[config.mk]
export PLATFORM = sky130hd
export DESIGN_NAME = result_dump_uart_flat
export DESIGN_NICKNAME = d
export VERILOG_FILES = /design/src/rtl/result_dump_uart_if.sv /design/src/rtl/result_dump_uart.sv /design/src/flat_wrapper.sv
export SDC_FILE = /design/constraint.sdc
export NUM_CORES = 1
export LEC_CHECK = 0
export BUFFER_PORTS_ARGS = -buffer_cell sky130_fd_sc_hd__buf_2
export CORE_ASPECT_RATIO = 0.7
export CORE_MARGIN = 3
export CORE_UTILIZATION = 45
export DETAILED_ROUTE_END_ITERATION = 16
export HOLD_SLACK_MARGIN = 0.15
export PLACE_DENSITY = 0.67
export SLEW_MARGIN = 5
export SYNTH_ARGS = -nofsm -noshare
export SYNTH_HDL_FRONTEND = slang
export SYNTH_SLANG_ARGS = --single-unit
[constraint.sdc]
create_clock -name clk -period 4.4 [get_ports clk]
set_input_delay 0.88 -clock clk [delete_from_list [all_inputs] [get_ports clk]]
set_output_delay 0.88 -clock clk [all_outputs]
set_load 0.01 [all_outputs]
[src/rtl/result_dump_uart_if.sv]
// Data-RAM read port shared between the processor and the result dumper.
// The dumper drives the address side (master); the RAM returns read data (slave).
interface result_dump_uart_if;
    logic        MemSel;
    logic [31:0] MemAddr;
    logic [31:0] ReadData;

    modport master (
        output MemSel,
        output MemAddr,
        input  ReadData
    );

    modport slave (
        input  MemSel,
        input  MemAddr,
        output ReadData
    );
endinterface

[src/rtl/result_dump_uart.sv]
// Result dumper: on a rising EndFlag, reads DUMP_WORDS words from the data RAM
// starting at DUMP_BASE and ships each one over an 8N1 UART, MSB byte first,
// bits within a byte LSB first. Busy covers the whole dump; Done holds until
// EndFlag is released.
module result_dump_uart #(
    parameter logic [31:0] DUMP_BASE    = 32'd1024,
    parameter int          DUMP_WORDS   = 256,
    parameter int          CLKS_PER_BIT = 434
) (
    input  logic                      clk,
    input  logic                      reset,
    input  logic                      EndFlag,
    result_dump_uart_if.master        mem,
    output logic                      tx,
    output logic                      Busy,
    output logic                      Done
);

    localparam int CNT_W  = (CLKS_PER_BIT > 1) ? $clog2(CLKS_PER_BIT) : 1;
    localparam int WIDX_W = $clog2(DUMP_WORDS + 1);

    localparam logic [CNT_W-1:0]  CNT_LAST  = CNT_W'(CLKS_PER_BIT - 1);
    localparam logic [WIDX_W-1:0] WIDX_LAST = WIDX_W'(DUMP_WORDS - 1);

    typedef enum logic [2:0] {
        S_IDLE,
        S_ADDR,
        S_WAIT,
        S_LATCH,
        S_START,
        S_DATA,
        S_STOP,
        S_DONE
    } state_t;

    state_t              state_q,    state_d;
    logic                end_flag_q;
    logic [WIDX_W-1:0]   word_idx_q, word_idx_d;
    logic [1:0]          byte_idx_q, byte_idx_d;
    logic [2:0]          bit_idx_q,  bit_idx_d;
    logic [CNT_W-1:0]    clk_cnt_q,  clk_cnt_d;
    logic [31:0]         shreg_q,    shreg_d;
    logic [31:0]         mem_addr_q, mem_addr_d;
    logic                tx_q,       tx_d;

    logic                trigger;
    logic                bit_done;
    logic [7:0]          tx_byte;

    // A dump starts only on a genuine low-to-high EndFlag transition.
    assign trigger  = EndFlag & ~end_flag_q;
    assign bit_done = (clk_cnt_q == CNT_LAST);

    // Next-state and datapath updates; tx is computed from the *next* state so the
    // registered line lines up exactly with the state that owns it.
    always_comb begin
        state_d    = state_q;
        word_idx_d = word_idx_q;
        byte_idx_d = byte_idx_q;
        bit_idx_d  = bit_idx_q;
        clk_cnt_d  = clk_cnt_q;
        shreg_d    = shreg_q;
        mem_addr_d = mem_addr_q;
        tx_d       = 1'b1;
        tx_byte    = 8'h00;

        case (state_q)
            S_IDLE: begin
                if (trigger) begin
                    state_d    = S_ADDR;
                    word_idx_d = '0;
                end
            end
            S_ADDR: begin
                state_d = S_WAIT;
            end
            S_WAIT: begin
                state_d = S_LATCH;
            end
            S_LATCH: begin
                shreg_d    = mem.ReadData;
                byte_idx_d = 2'd0;
                clk_cnt_d  = '0;
                state_d    = S_START;
            end
            S_START: begin
                if (bit_done) begin
                    clk_cnt_d = '0;
                    bit_idx_d = 3'd0;
                    state_d   = S_DATA;
                end else begin
                    clk_cnt_d = clk_cnt_q + 1'b1;
                end
            end
            S_DATA: begin
                if (bit_done) begin
                    clk_cnt_d = '0;
                    if (bit_idx_q == 3'd7) begin
                        state_d = S_STOP;
                    end else begin
                        bit_idx_d = bit_idx_q + 3'd1;
                    end
                end else begin
                    clk_cnt_d = clk_cnt_q + 1'b1;
                end
            end
            S_STOP: begin
                if (bit_done) begin
                    clk_cnt_d = '0;
                    if (byte_idx_q != 2'd3) begin
                        shreg_d    = {shreg_q[23:0], 8'h00};
                        byte_idx_d = byte_idx_q + 2'd1;
                        state_d    = S_START;
                    end else if (word_idx_q < WIDX_LAST) begin
                        word_idx_d = word_idx_q + 1'b1;
                        state_d    = S_ADDR;
                    end else begin
                        state_d = S_DONE;
                    end
                end else begin
                    clk_cnt_d = clk_cnt_q + 1'b1;
                end
            end
            S_DONE: begin
                if (!EndFlag) begin
                    state_d = S_IDLE;
                end
            end
            default: begin
                state_d = S_IDLE;
            end
        endcase

        // Address is loaded as ADDR is entered so it is stable for the whole ADDR cycle
        // and held afterwards; the add wraps modulo 2^32.
        if (state_d == S_ADDR) begin
            mem_addr_d = DUMP_BASE + (32'(word_idx_d) << 2);
        end

        tx_byte = shreg_d[31:24];
        case (state_d)
            S_START: tx_d = 1'b0;
            S_DATA:  tx_d = tx_byte[bit_idx_d];
            default: tx_d = 1'b1;
        endcase
    end

    // State and datapath registers; EndFlag history resets high so a level held
    // through reset never looks like a fresh edge.
    always_ff @(posedge clk or negedge reset) begin
        if (!reset) begin
            state_q    <= S_IDLE;
            end_flag_q <= 1'b1;
            word_idx_q <= '0;
            byte_idx_q <= 2'd0;
            bit_idx_q  <= 3'd0;
            clk_cnt_q  <= '0;
            shreg_q    <= 32'h0;
            mem_addr_q <= DUMP_BASE;
            tx_q       <= 1'b1;
        end else begin
            state_q    <= state_d;
            end_flag_q <= EndFlag;
            word_idx_q <= word_idx_d;
            byte_idx_q <= byte_idx_d;
            bit_idx_q  <= bit_idx_d;
            clk_cnt_q  <= clk_cnt_d;
            shreg_q    <= shreg_d;
            mem_addr_q <= mem_addr_d;
            tx_q       <= tx_d;
        end
    end

    assign Busy        = (state_q != S_IDLE) && (state_q != S_DONE);
    assign Done        = (state_q == S_DONE);
    assign mem.MemSel  = Busy;
    assign mem.MemAddr = mem_addr_q;
    assign tx          = tx_q;

endmodule

[src/flat_wrapper.sv]
// flat-port wrapper written by rule: the top's interface ports become plain ports
module result_dump_uart_flat 
#(
    parameter logic [31:0] DUMP_BASE    = 32'd1024,
    parameter int          DUMP_WORDS   = 256,
    parameter int          CLKS_PER_BIT = 434
)
  (clk, reset, EndFlag, tx, Busy, Done, mem_MemSel, mem_MemAddr, mem_ReadData);
  result_dump_uart_if mem_i ();
  input  logic clk;
  input  logic reset;
  input  logic EndFlag;
  output logic tx;
  output logic Busy;
  output logic Done;
  output wire logic [$bits(mem_i.MemSel)-1:0] mem_MemSel;
  output wire logic [$bits(mem_i.MemAddr)-1:0] mem_MemAddr;
  input wire logic [$bits(mem_i.ReadData)-1:0] mem_ReadData;
  assign mem_MemSel = mem_i.MemSel;
  assign mem_MemAddr = mem_i.MemAddr;
  assign mem_i.ReadData = mem_ReadData;
  result_dump_uart #(.DUMP_BASE(DUMP_BASE), .DUMP_WORDS(DUMP_WORDS), .CLKS_PER_BIT(CLKS_PER_BIT)) u_core (.clk(clk), .reset(reset), .EndFlag(EndFlag), .mem(mem_i), .tx(tx), .Busy(Busy), .Done(Done));
endmodule
---- After elaboration in Yosys (flattened, before gate mapping) ----
Index checks and enable logic that the tools add are counted.
storage, ports and cells
  logic and storage cells ................. 71
  bits in registers ....................... 92
cells by class
  $add $sub $neg .......................... 5
  equal/unequal tests ..................... 16
  bitwise operators ....................... 2
  mux-type cells .......................... 29
  order comparisons ....................... 2
  reductions and logical operators ........ 7
operators by type and width
  cell                      count
  $mux W32                  2
  $pmux W32 S2              1
  $mux W9                   5
  $pmux W9 S2               2
  $mux W3                   11
  $pmux W3 S8               1
  $eq A3 B3 Y1 const B      7
  $add A9 B1 Y9 const B     2
  $add A11 B11 Y12 const A  1
  $eq A9 B9 Y1 const B      1
  $lt A9 B8 Y1 const B      1
  $eq A3 B1 Y1 const B      2
  $eq A3 B2 Y1 const B      2
  $pmux W3 S2               1
  $lt A3 B4 Y1 const B      1
  $mux W2                   2
  $ne A2 B1 Y1 const B      2
  $pmux W2 S2               1
  $reduce_bool A2 Y1        2
  $add A3 B1 Y3 const B     1
  $bmux W1 S3               1
  $logic_not A3 Y1          1
  $ne A3 B3 Y1 const B      1
  $reduce_and A3 Y1         1
  other kinds (9)           9

---- Logic depth before layout (Yosys ltp) ----
Gate-level depths: netlist (run 1).
  word-level depth ........................ 7
  mapped depth ............................ 11

---- Worst setup path after synthesis (run 1) ----
Ideal clock, no wire load.
  path kind ............................... reg-to-reg
  start ................................... register u_core.clk_cnt_q[0]
  end ..................................... register u_core.tx_q (netlist: u_core.tx)
  cell stages (with the launch flop) ...... 10
  setup slack ............................. 1.923 ns
  path buffers ............................ 2
  data arrival time ....................... 2.395 ns
  data required time ...................... 4.318 ns
  library setup time ...................... 0.082 ns
  cell sequence ........................... dfrtp_1 > ha_1 > and4_1 > clkbuf_1 > and3_1 > clkbuf_1 > a221o_1 > mux2_4 > o221a_1 > a211o_1
between the ends
  word-level cells in the longest chain between the ends .. 6
RTL lines
  element                        line                     source
  start: declaration             result_dump_uart.sv:41   logic [CNT_W-1:0] clk_cnt_q, clk_cnt_d;
  start signal: assignment       result_dump_uart.sv:167  clk_cnt_q <= clk_cnt_d;
  $eq A9 B9 Y1                   result_dump_uart.sv:52   assign bit_done = (clk_cnt_q == CNT_LAST);
  $mux W32                       result_dump_uart.sv:108  if (bit_done) begin
  $pmux W32 S2                   result_dump_uart.sv:67   case (state_q)
  net u_core.shreg_d[30]         result_dump_uart.sv:42   logic [31:0] shreg_q, shreg_d;
  $bmux W1 S3                    result_dump_uart.sv:143  S_DATA: tx_d = tx_byte[bit_idx_d];
  $mux W1 (implied by the code)  result_dump_uart.sv:143
  $pmux W1 S2                    result_dump_uart.sv:141  case (state_d)
  net u_core.tx_d                result_dump_uart.sv:44   logic tx_q, tx_d;
  end signal: assignment         result_dump_uart.sv:170  tx_q <= tx_d;
  end: declaration               result_dump_uart.sv:44
The timed path passes the listed nets, and every way through them passes these cells. The select of a mux whose other input is x is not followed.
A chain may end at the register's enable or synchronous reset.

---- Final worst setup path (run 1) ----
  start ................................... register u_core.state_q[2]
  end ..................................... register u_core.tx_q (netlist: u_core.tx)
between the ends
  word-level cells in the longest chain between the ends .. 5
RTL lines
  element                                              line                     source
  start: declaration                                   result_dump_uart.sv:36   state_t state_q, state_d;
  start signal: assignment                             result_dump_uart.sv:162  state_q <= state_d;
  $eq A3 B3 Y1 / $eq A3 B2 Y1 (equally long branches)  result_dump_uart.sv:67
  $pmux W32 S2 (*)                                     result_dump_uart.sv:67
  net u_core.shreg_d[31]                               result_dump_uart.sv:42
  $bmux W1 S3 (*)                                      result_dump_uart.sv:143
  $mux W1 (implied by the code) (*)                    result_dump_uart.sv:143
  $pmux W1 S2 (*)                                      result_dump_uart.sv:141
  net u_core.tx_d                                      result_dump_uart.sv:44
Mark *: on every way through the listed nets, which the timed path passes. The rest lies on a longest branch. The select of a mux whose other input is x is not followed.

==> impl_metrics.ini, run 1 <==
[finish]
layout.cells.non_filler = 508
syn_to_final_growth_pct = 14.0
antennaDiodeCount = 0
fin_area_um2 = 4070
drive_above_1_share = 0.195
final_util = 0.543
nNetsFinal = 445

[logic_synthesis]
yosys_warnings = 0
yosysUniqueCellTypes = 55
synth_seq_cells = 70
syn_inst = 364
synthArstFlopShare = 1.00
synth_edf_count = 0
synth_ff_type = dfrtp_1
synth.avg_cell_area_um2 = 9.80
yosys.area.top_type = dfrtp_1
synth_common_cells = nand2_1 (70), dfrtp_1 (67), o21ai_0 (32), buf_4 (23)
ys_top_cells_by_area = dfrtp_1 (47%), nand2_1 (7.4%), buf_4 (4.8%)
syn_area_um2 = 3570
ys_seq_area_frac = 0.492
synth.top_cell.area_share = 0.470
synth_most_common_cell = nand2_1

[placed_design]
dp_hpwl_um = 5220
gp_congestion = 0.819
dpl_cell_area_um2 = 3790
place_ws_ns = 1.28
portBuffers = 48
placedCellCount = 492

[worst_setup_path]
path_max_fanout = 25
setup.worst_path.start_class = register
slowest_stage = dfrtp_1
critical_path_buf_inv_count = 0
cp.arrival_ns = 3.38
critPathCaptureType = register
required_ns = 4.65
path_delay_family = compound AO/OA/AOI/OAI gates
crit_chain = nor4bb_1 > a31oi_2 > a221o_1 > mux2_4 > o221a_1 > a211o_1
crit_type = reg2reg
cp_slowest_stage_delay_ns = 0.75

[hold_path]
hold_path.class = reg2reg

[cts]
clk_latency_ns = 0.33
clk_pin_slew_ns = 0.06
clock-sinks = 70
cts_made_buffers = 9
cts_tree = built
post-cts-setup-buffers = 0
h-tree-depth = 3
clock_tree.buffer_depth = 2
cts_resized = 0
cts_hold_buf = 0
clock-root-buffer = clkbuf_16

[die]
core-area_um2 = 7480
dieArea_um2 = 9050
die_y_um = 80.5
rows = 26
initial_utilization = 0.477
dieWidth_um = 112
ios = 71

[timing]
setup_viol = 0
drv_slew = 0
period_share = 0.712
hold_viol = 0
period_needed_ns = 3.13
rsz0062_at_grt = false
setup_ws_ns = 1.27
max-slew-margin-rel = 0.242
worst_pin_slew_ns = 1.13
timing.hold.ws_ns = 0.480
fmax_ghz = 0.319
finClkSkew_ns = 0.00669
fin_tns_setup_ns = 0

[global_routing]
grt_overflow = 0
grt_max_degree = 71
grt.total_usage = 0.181
antenna_found_initial = 0
grt_pass1_wl_um = 13000
grt_pass1_vias = 2582

[drt]
wl_per_cell_um = 15.1
drc = 0
ant_nets = 0
vias = 2739
dr.pass1.iters = 4
drt_iter0_markers = 154
drt-total-wl_um = 7650
viasPerCell = 5.39

[power]
p_per_area_nw_per_um2 = 341
p_leak_nw = 1.88
peakVddDrop_mv = 0.235
power_mw = 1.39

[run_status]
outcome = completed

[run]
maxCapViolCount = 0
==> state kept, by name, indices dropped and copies added, names as in the netlist <==
name,flops
u_core.bit_idx_q,3
u_core.byte_idx_q,2
u_core.clk_cnt_q,9
u_core.end_flag_q,1
u_core.mem.MemAddr,10
u_core.shreg_q,32
u_core.state_q,3
u_core.tx,1
u_core.word_idx_q,9
==> layer usage <==
metal	vias to the layer above	share of wire	GRT usage
li1	1342	-	-
met1	1326	0.52	0.272
met2	63	0.42	0.252
met3	8	0.048	0.0527
met4	0	0.0094	0.0504
met5	-	0	0
==> cell usage in the layout, fill, tap and decap left out, types with 5 or more instances in the layout <==
cell type / count
nand2_1: 70
dfrtp_1: 67
buf_2: 48
o21ai_0: 32
conb_1: 22
nor2_1: 16
a22oi_1: 16
nand3_1: 11
and2_1: 9
clkbuf_16: 9
a221o_1: 8
nand4_1: 6
and3_1: 6
inv_1: 5
mux2i_1: 5
ha_1: 5
==> worst paths after layout <==
kind | start | endpoint | slack, ns | cells after the start
max | u_core.state_q[2] | u_core.tx | 1.27 | 6
min | u_core.shreg_q[10] | u_core.shreg_q[10] | 0.48 | 2
max reg2reg | u_core.state_q[2] | u_core.tx | 1.27 | 6
min reg2reg | u_core.shreg_q[10] | u_core.shreg_q[10] | 0.48 | 2
max in group asynchronous | reset | u_core.mem.MemAddr[9] | 3.09 | 2
min in group asynchronous | reset | u_core.clk_cnt_q[3] | 0.75 | 2
==> layout make-up <==
| cell class | instances | area, um2 |
|---|---|---|
| clock buffer | 11 | 243 |
| fill | 692 | 3420 |
| inverter | 5 | 18.8 |
| multi-input combinational | 269 | 1640 |
| timing repair buffer | 50 | 255 |
| clock inverter | 5 | 35.0 |
| sequential | 70 | 1760 |
| tap | 98 | 123 |
==> worst reg2reg max path: cells and delay by family, from the launching register on <==
family,cells,cell delay (ns)
AO/OA/AOI/OAI,4,1.55
flip-flops,1,0.75
AND/OR/NAND/NOR,1,0.49
multiplexers,1,0.26
==> cells by family (layout without fill, tap and decap cells) <==
kind of cell               Yosys count  in the layout  share of synthesized area
buffers and inverters               46             71                     0.0726
DFF                                 70             70                      0.492
adders and majority gates            5              5                     0.0175
other                                1             22                    0.00105
and+or+nand+nor                    145            145                      0.204
AOI/OAI and AO/OA                   84             84                      0.174
muxes                               11             11                     0.0340
xor gates and xnor gates             2              2                    0.00491
==> power by group <==
part	switching [mW]	total, mW	internal, mW
combinational	0.0341	0.0542	0.0201
clock	0.269	0.665	0.396
sequential	0.00772	0.668	0.660
total	0.310	1.39	1.08
(Power assumes the default switching activity.)
==> inputs of run 2 (changes only) <==
--- a/config.mk
+++ b/config.mk
@@ -5,6 +5,7 @@
 export SDC_FILE = /design/constraint.sdc
 export NUM_CORES = 1
 export LEC_CHECK = 0
+export ABC_AREA = 1
 export BUFFER_PORTS_ARGS = -buffer_cell sky130_fd_sc_hd__buf_2
 export CORE_ASPECT_RATIO = 0.7
 export CORE_MARGIN = 3
==> constraint.sdc (replaced) <==
create_clock -name clk -period 3.21 [get_ports clk]
set_input_delay 0.642 -clock clk [delete_from_list [all_inputs] [get_ports clk]]
set_output_delay 0.642 -clock clk [all_outputs]
set_load 0.01 [all_outputs]
==> impl_metrics.ini, run 2 <==
[die]
initial_utilization = 0.473
die_y_um = 82.9
dieWidth_um = 116
core-area_um2 = 8040
rows = 27
ios = 71
dieArea_um2 = 9600

[logic_synthesis]
yosys.area.top_type = dfrtp_1
synth_seq_cells = 70
ys_top_cells_by_area = dfrtp_1 (44%), nand2_1 (14%), inv_1 (5.2%)
synth_ff_type = dfrtp_1
synth_top_family_by_area = simple AND/OR/NAND/NOR gates
synth_most_common_cell = nand2_1
synth_edf_count = 0
yosys.area_share.adder = 0.0165
synth_mux_area_frac = 0
syn_area_um2 = 3800
synth_common_cells = nand2_1 (145), dfrtp_1 (67), inv_1 (53), nand3_1 (32), o21ai_0 (29)
synth.avg_cell_area_um2 = 8.03
yosysUniqueCellTypes = 38
synthArstFlopShare = 1.00
yosys.area_share.simple = 0.269
yosys_warnings = 0
synth-compound-area-share = 0.122
syn_inst = 473
synth.top_cell.area_share = 0.441
yosys.area_share.xor_xnor = 0.0138
ys_seq_area_frac = 0.462

[drt]
wl_per_cell_um = 13.5
vias = 3180
dr.pass1.iters = 5
drc = 0
ant_nets = 0
drt_iter0_markers = 207
viasPerCell = 5.07
drt-total-wl_um = 8450

[power]
clkPwrFrac = 0.301
switching_share = 0.367
p_leak_nw = 2.28
pwr-share-seq = 0.374
p_per_area_nw_per_um2 = 815
combPwrFrac = 0.325
internal_power_mw = 2.26
peakVddDrop_mv = 0.433
switching_power_mw = 1.31

[finish]
antennaDiodeCount = 0
fin_area_um2 = 4370
drive_above_1_share = 0.169
final_cell_mix = nand2_1 (145), dfrtp_1 (67), inv_1 (53)
nNetsFinal = 561
layout.cells.non_filler = 627
final_util = 0.544
final_common_cell = nand2_1
largest_reg_flops = 32
syn_to_final_growth_pct = 15.0
regMostFlops = u_core.shreg_q

[timing]
hold_viol = 0
period_share = 0.756
max-slew-margin-rel = 0.435
drv_slew = 0
fin_tns_setup_ns = 0
rsz0062_at_grt = false
worst_pin_slew_ns = 0.846
setup_viol = 0
timing.hold.ws_ns = 0.394
fmax_ghz = 0.412
finClkSkew_ns = 0.00614
period_needed_ns = 2.43

[cts]
clk_latency_ns = 0.33
h-tree-depth = 3
clock_tree.buffer_depth = 2
clock-sinks = 70
cts_made_buffers = 9
post-cts-setup-buffers = 0
cts_hold_buf = 0
cts_resized = 0
clk_pin_slew_ns = 0.06
cts_tree = built
clock-root-buffer = clkbuf_16

[worst_setup_path]
crit_chain = inv_1 > ha_1 > nand2_1 > nor2_2 > nand3_2 > nor2_1 > nor2_1 > inv_1 > nand2_1 > a22o_1
path_max_fanout = 25
slowest_stage = nand2_1
setup.worst_path.start_class = register
crit_type = reg2reg
critPathCaptureType = register
required_ns = 3.43
cp.arrival_ns = 2.64
cp_slowest_stage_delay_ns = 0.50

[global_routing]
grt_pass1_vias = 3061
top_usage_layer = met1
met1_usage = 0.295
grt.total_usage = 0.193
antenna_found_initial = 0
met3_usage = 0.0554
grt_pass1_wl_um = 14700
met2_usage = 0.260
grt_max_degree = 38
grt_overflow = 0

[placed_design]
dp_hpwl_um = 6060
placedCellCount = 611
dpl_cell_area_um2 = 4050
portBuffers = 48
gp_congestion = 0.918

[run]
maxCapViolCount = 0

[run_status]
outcome = completed

[hold_path]
hold_path.class = in2async
## run 2: final timing paths
check                                      start                     end  slack, ns  cells past startpoint
max                          u_core.clk_cnt_q[1]       u_core.shreg_q[2]       0.78                     10
min                                        reset      u_core.shreg_q[30]       0.39                      1
max reg2reg                  u_core.clk_cnt_q[1]       u_core.shreg_q[2]       0.78                     10
min reg2reg                u_core.mem.MemAddr[9]   u_core.mem.MemAddr[9]       0.48                      2
max in group asynchronous                  reset  u_core.mem.MemAddr[10]       2.09                      2
min in group clk                         EndFlag       u_core.end_flag_q       0.42                      1
## run 2: logic make-up (layout without fill, tap and decap cells)
logic type               Yosys count  in the layout
AO/OA/AOI/OAI                     73             73
adder cells (fa/ha/maj)            5              5
buffers and inverters             90            122
XOR/XNOR                           6              6
AND/OR/NAND/NOR                  228            228
other                              1             22
flip-flops                        70             70
## run 2: routing by layer
layer | routed length, um | up-vias
li1 | - | 1585
met1 | 4260 | 1488
met2 | 3500 | 98
met3 | 571 | 9
met4 | 123 | 0
met5 | 0 | -
## run 2: area by class of cell
cell class              count  area, um2
inverters                  55        206
fillers                   747       3670
repair buffers             51        275
clock buffers              10        229
clock inverters             6       93.8
well taps                 101        126
multi-input cells         334       1680
flip-flops and latches     70       1760
## run 2: worst max-delay path: cells and delay by family, from the launching register on
family,cells,cell delay (ns)
compound gates,1,0.38
simple gates,6,1.17
fa+ha+maj,1,0.18
flops,1,0.40
buf+inv,2,0.18
## run 2: power by group through the flow
stage               clock (mW)  combinational, mW  sequential (mW)
global route              1.14               1.35             1.37
CTS                       1.10               1.16             1.33
detailed placement           0               1.16             1.34
finish                    1.07               1.16             1.33
floorplan                    0              0.892             1.32
global placement             0               1.13             1.34
## run 2: per-stage QoR
step                setup WS (ns)  power (mW)
global route                0.595        3.85
CTS                         0.788        3.59
detailed placement          0.795        2.50
finish                      0.784        3.56
global placement            0.894        2.47
floorplan                    1.40        2.21
==> inputs of run 3 (changes only) <==
--- a/config.mk
+++ b/config.mk
@@ -5,14 +5,14 @@
 export SDC_FILE = /design/constraint.sdc
 export NUM_CORES = 1
 export LEC_CHECK = 0
-export ABC_AREA = 1
+export ABC_AREA = 0
 export BUFFER_PORTS_ARGS = -buffer_cell sky130_fd_sc_hd__buf_2
 export CORE_ASPECT_RATIO = 0.7
 export CORE_MARGIN = 3
 export CORE_UTILIZATION = 45
 export DETAILED_ROUTE_END_ITERATION = 16
 export HOLD_SLACK_MARGIN = 0.15
-export PLACE_DENSITY = 0.67
+export PLACE_DENSITY = 0.7
 export SLEW_MARGIN = 5
 export SYNTH_ARGS = -nofsm -noshare
 export SYNTH_HDL_FRONTEND = slang
==> constraint.sdc (replaced) <==
create_clock -name clk -period 2.05 [get_ports clk]
set_input_delay 0.41 -clock clk [delete_from_list [all_inputs] [get_ports clk]]
set_output_delay 0.41 -clock clk [all_outputs]
set_load 0.01 [all_outputs]
==> impl_metrics.ini, run 3 (synthesis results as in run 1) <==
[cts]
clock-sinks = 70
clock-root-buffer = clkbuf_16
clk_latency_ns = 0.34
clk_pin_slew_ns = 0.06
clock_tree.buffer_depth = 2
cts_tree = built
h-tree-depth = 3
cts_made_buffers = 9

[finish]
layout.cells.non_filler = 566
final_common_cell = nand2_1
final_util = 0.640
drive_above_1_share = 0.353
syn_to_final_growth_pct = 34.2
antennaDiodeCount = 0
regMostFlops = u_core.shreg_q
final_cell_mix = nand2_1 (67), dfrtp_1 (65), buf_4 (52)
fin_area_um2 = 4790
largest_reg_flops = 32
nNetsFinal = 503

[timing]
max-slew-margin-rel = 0.626
worst_pin_slew_ns = 0.558
finClkSkew_ns = 0.00944
period_needed_ns = 2.32
fin_tns_setup_ns = -1.75
fmax_ghz = 0.432
setup_viol = 15
drv_slew = 0
setup_ws_ns = -0.267
hold_viol = 0
rsz0062_at_grt = true
timing.hold.ws_ns = 0.218
period_share = 1.13

[worst_setup_path]
timing.rr.start = u_core.clk_cnt_q[3]
r2r-end = u_core.tx
rr_worst_depth = 6
path_delay_family = compound AO/OA/AOI/OAI gates
crit_chain = or4b_4 > o31ai_2 > o211ai_1 > or2b_1 > o221a_1 > a211o_1
slowest_stage = or4b_4
crit_type = reg2reg
critPathCaptureType = register
setup.worst_path.start_class = register
required_ns = 2.31
path_max_fanout = 5
cp_slowest_stage_delay_ns = 0.62
cp.arrival_ns = 2.58
critPathCapture = u_core.tx
path_depth = 6
r2r_setup_slack_ns = -0.27
critical_path_buf_inv_count = 0
startpoint = u_core.clk_cnt_q[3]

[power]
p_per_area_nw_per_um2 = 671
peakVddDrop_mv = 0.476
power_mw = 3.21
p_leak_nw = 2.30

[hold_path]
min_path_cells = 1
hold_path.class = in2reg

[drt]
vias = 3076
wl_per_cell_um = 15.6
drt_iter0_markers = 205
drt-total-wl_um = 8860
viasPerCell = 5.43
dr.pass1.iters = 5
drc = 0
ant_nets = 0

[die]
ios = 71
dieArea_um2 = 9050
dieWidth_um = 112
core-area_um2 = 7480
rows = 26
initial_utilization = 0.477
die_y_um = 80.5

[global_routing]
grt_pass1_wl_um = 14800
grt_overflow = 0
antenna_found_initial = 0
grt_pass1_vias = 2938
grt.total_usage = 0.208
grt_max_degree = 71

[placed_design]
place_ws_ns = -0.350
gp_congestion = 0.856
dp_hpwl_um = 5890
dpl_cell_area_um2 = 4200
portBuffers = 48
placedCellCount = 537

[run]
maxCapViolCount = 0

[run_status]
violations = negative setup slack
outcome = finished with violations
==> run 3: changes by cell type in the layout (fill, tap and decap cells not counted), moves of 4 or more <==
cell / change
nor2_2: -6
and3_1: +5
o22ai_1: -6
a221o_1: +8
nand3_1: -22
nand2_1: -78
inv_1: -48
buf_6: +5
a22o_1: -7
mux2_4: +4
nor2_1: -11
and2_1: +8
buf_4: +50
mux2i_1: +4
==> run 3: power breakdown <==
| group | leakage, nW | switching [mW] | internal (mW) |
|---|---|---|---|
| logic | 1.31 | 0.0745 | 0.0481 |
| registers | 0.833 | 0.0168 | 1.42 |
| clock network | 0.154 | 0.586 | 1.07 |
| total | 2.30 | 0.677 | 2.53 |
==> run 3: worst min-delay path by stage <==
stage	endpoint	from	slack (ns)
floorplan	u_core.bit_idx_q[0]	reset	0.11
global placement	u_core.shreg_q[27]	reset	0.46
detailed placement	u_core.shreg_q[27]	reset	0.46
CTS	u_core.end_flag_q	EndFlag	0.20
global route	u_core.end_flag_q	EndFlag	0.21
finish	u_core.end_flag_q	EndFlag	0.22
==> run 3: final cells by class <==
cell class                 instances  area, um2
fill                             579       2700
multi-input combinational        269       1830
sequential                        70       1760
timing repair buffer             108        737
clock buffer                      11        233
tap                               98        123
clock inverter                     5       82.6
inverter                           5       18.8
==> run 3: timing repair <==
action / CTS / global route
resized for setup: 28 / 15
buffers inserted: 9 / 4
pin swaps: 11 / 1
setup endpoints to repair: 20 / 26
hold buffers: 1 / 0
gates cloned: 0 / 0
endpoints found under the hold margin: 67 / 0
==> run 3: worst register-to-register path: cells and delay by family, from the launching register on <==
| kind | cells | cell delay, ns |
|---|---|---|
| AOI/OAI and AO/OA | 4 | 0.95 |
| and+or+nand+nor | 2 | 0.89 |
| DFF | 1 | 0.42 |
==> run 3: layer usage <==
metal | up-vias | share of wire | track usage
met5 | - | 0 | 0
met4 | 0 | 0.013 | 0.0732
met3 | 13 | 0.056 | 0.0527
met2 | 107 | 0.45 | 0.300
met1 | 1488 | 0.48 | 0.301
li1 | 1468 | - | -
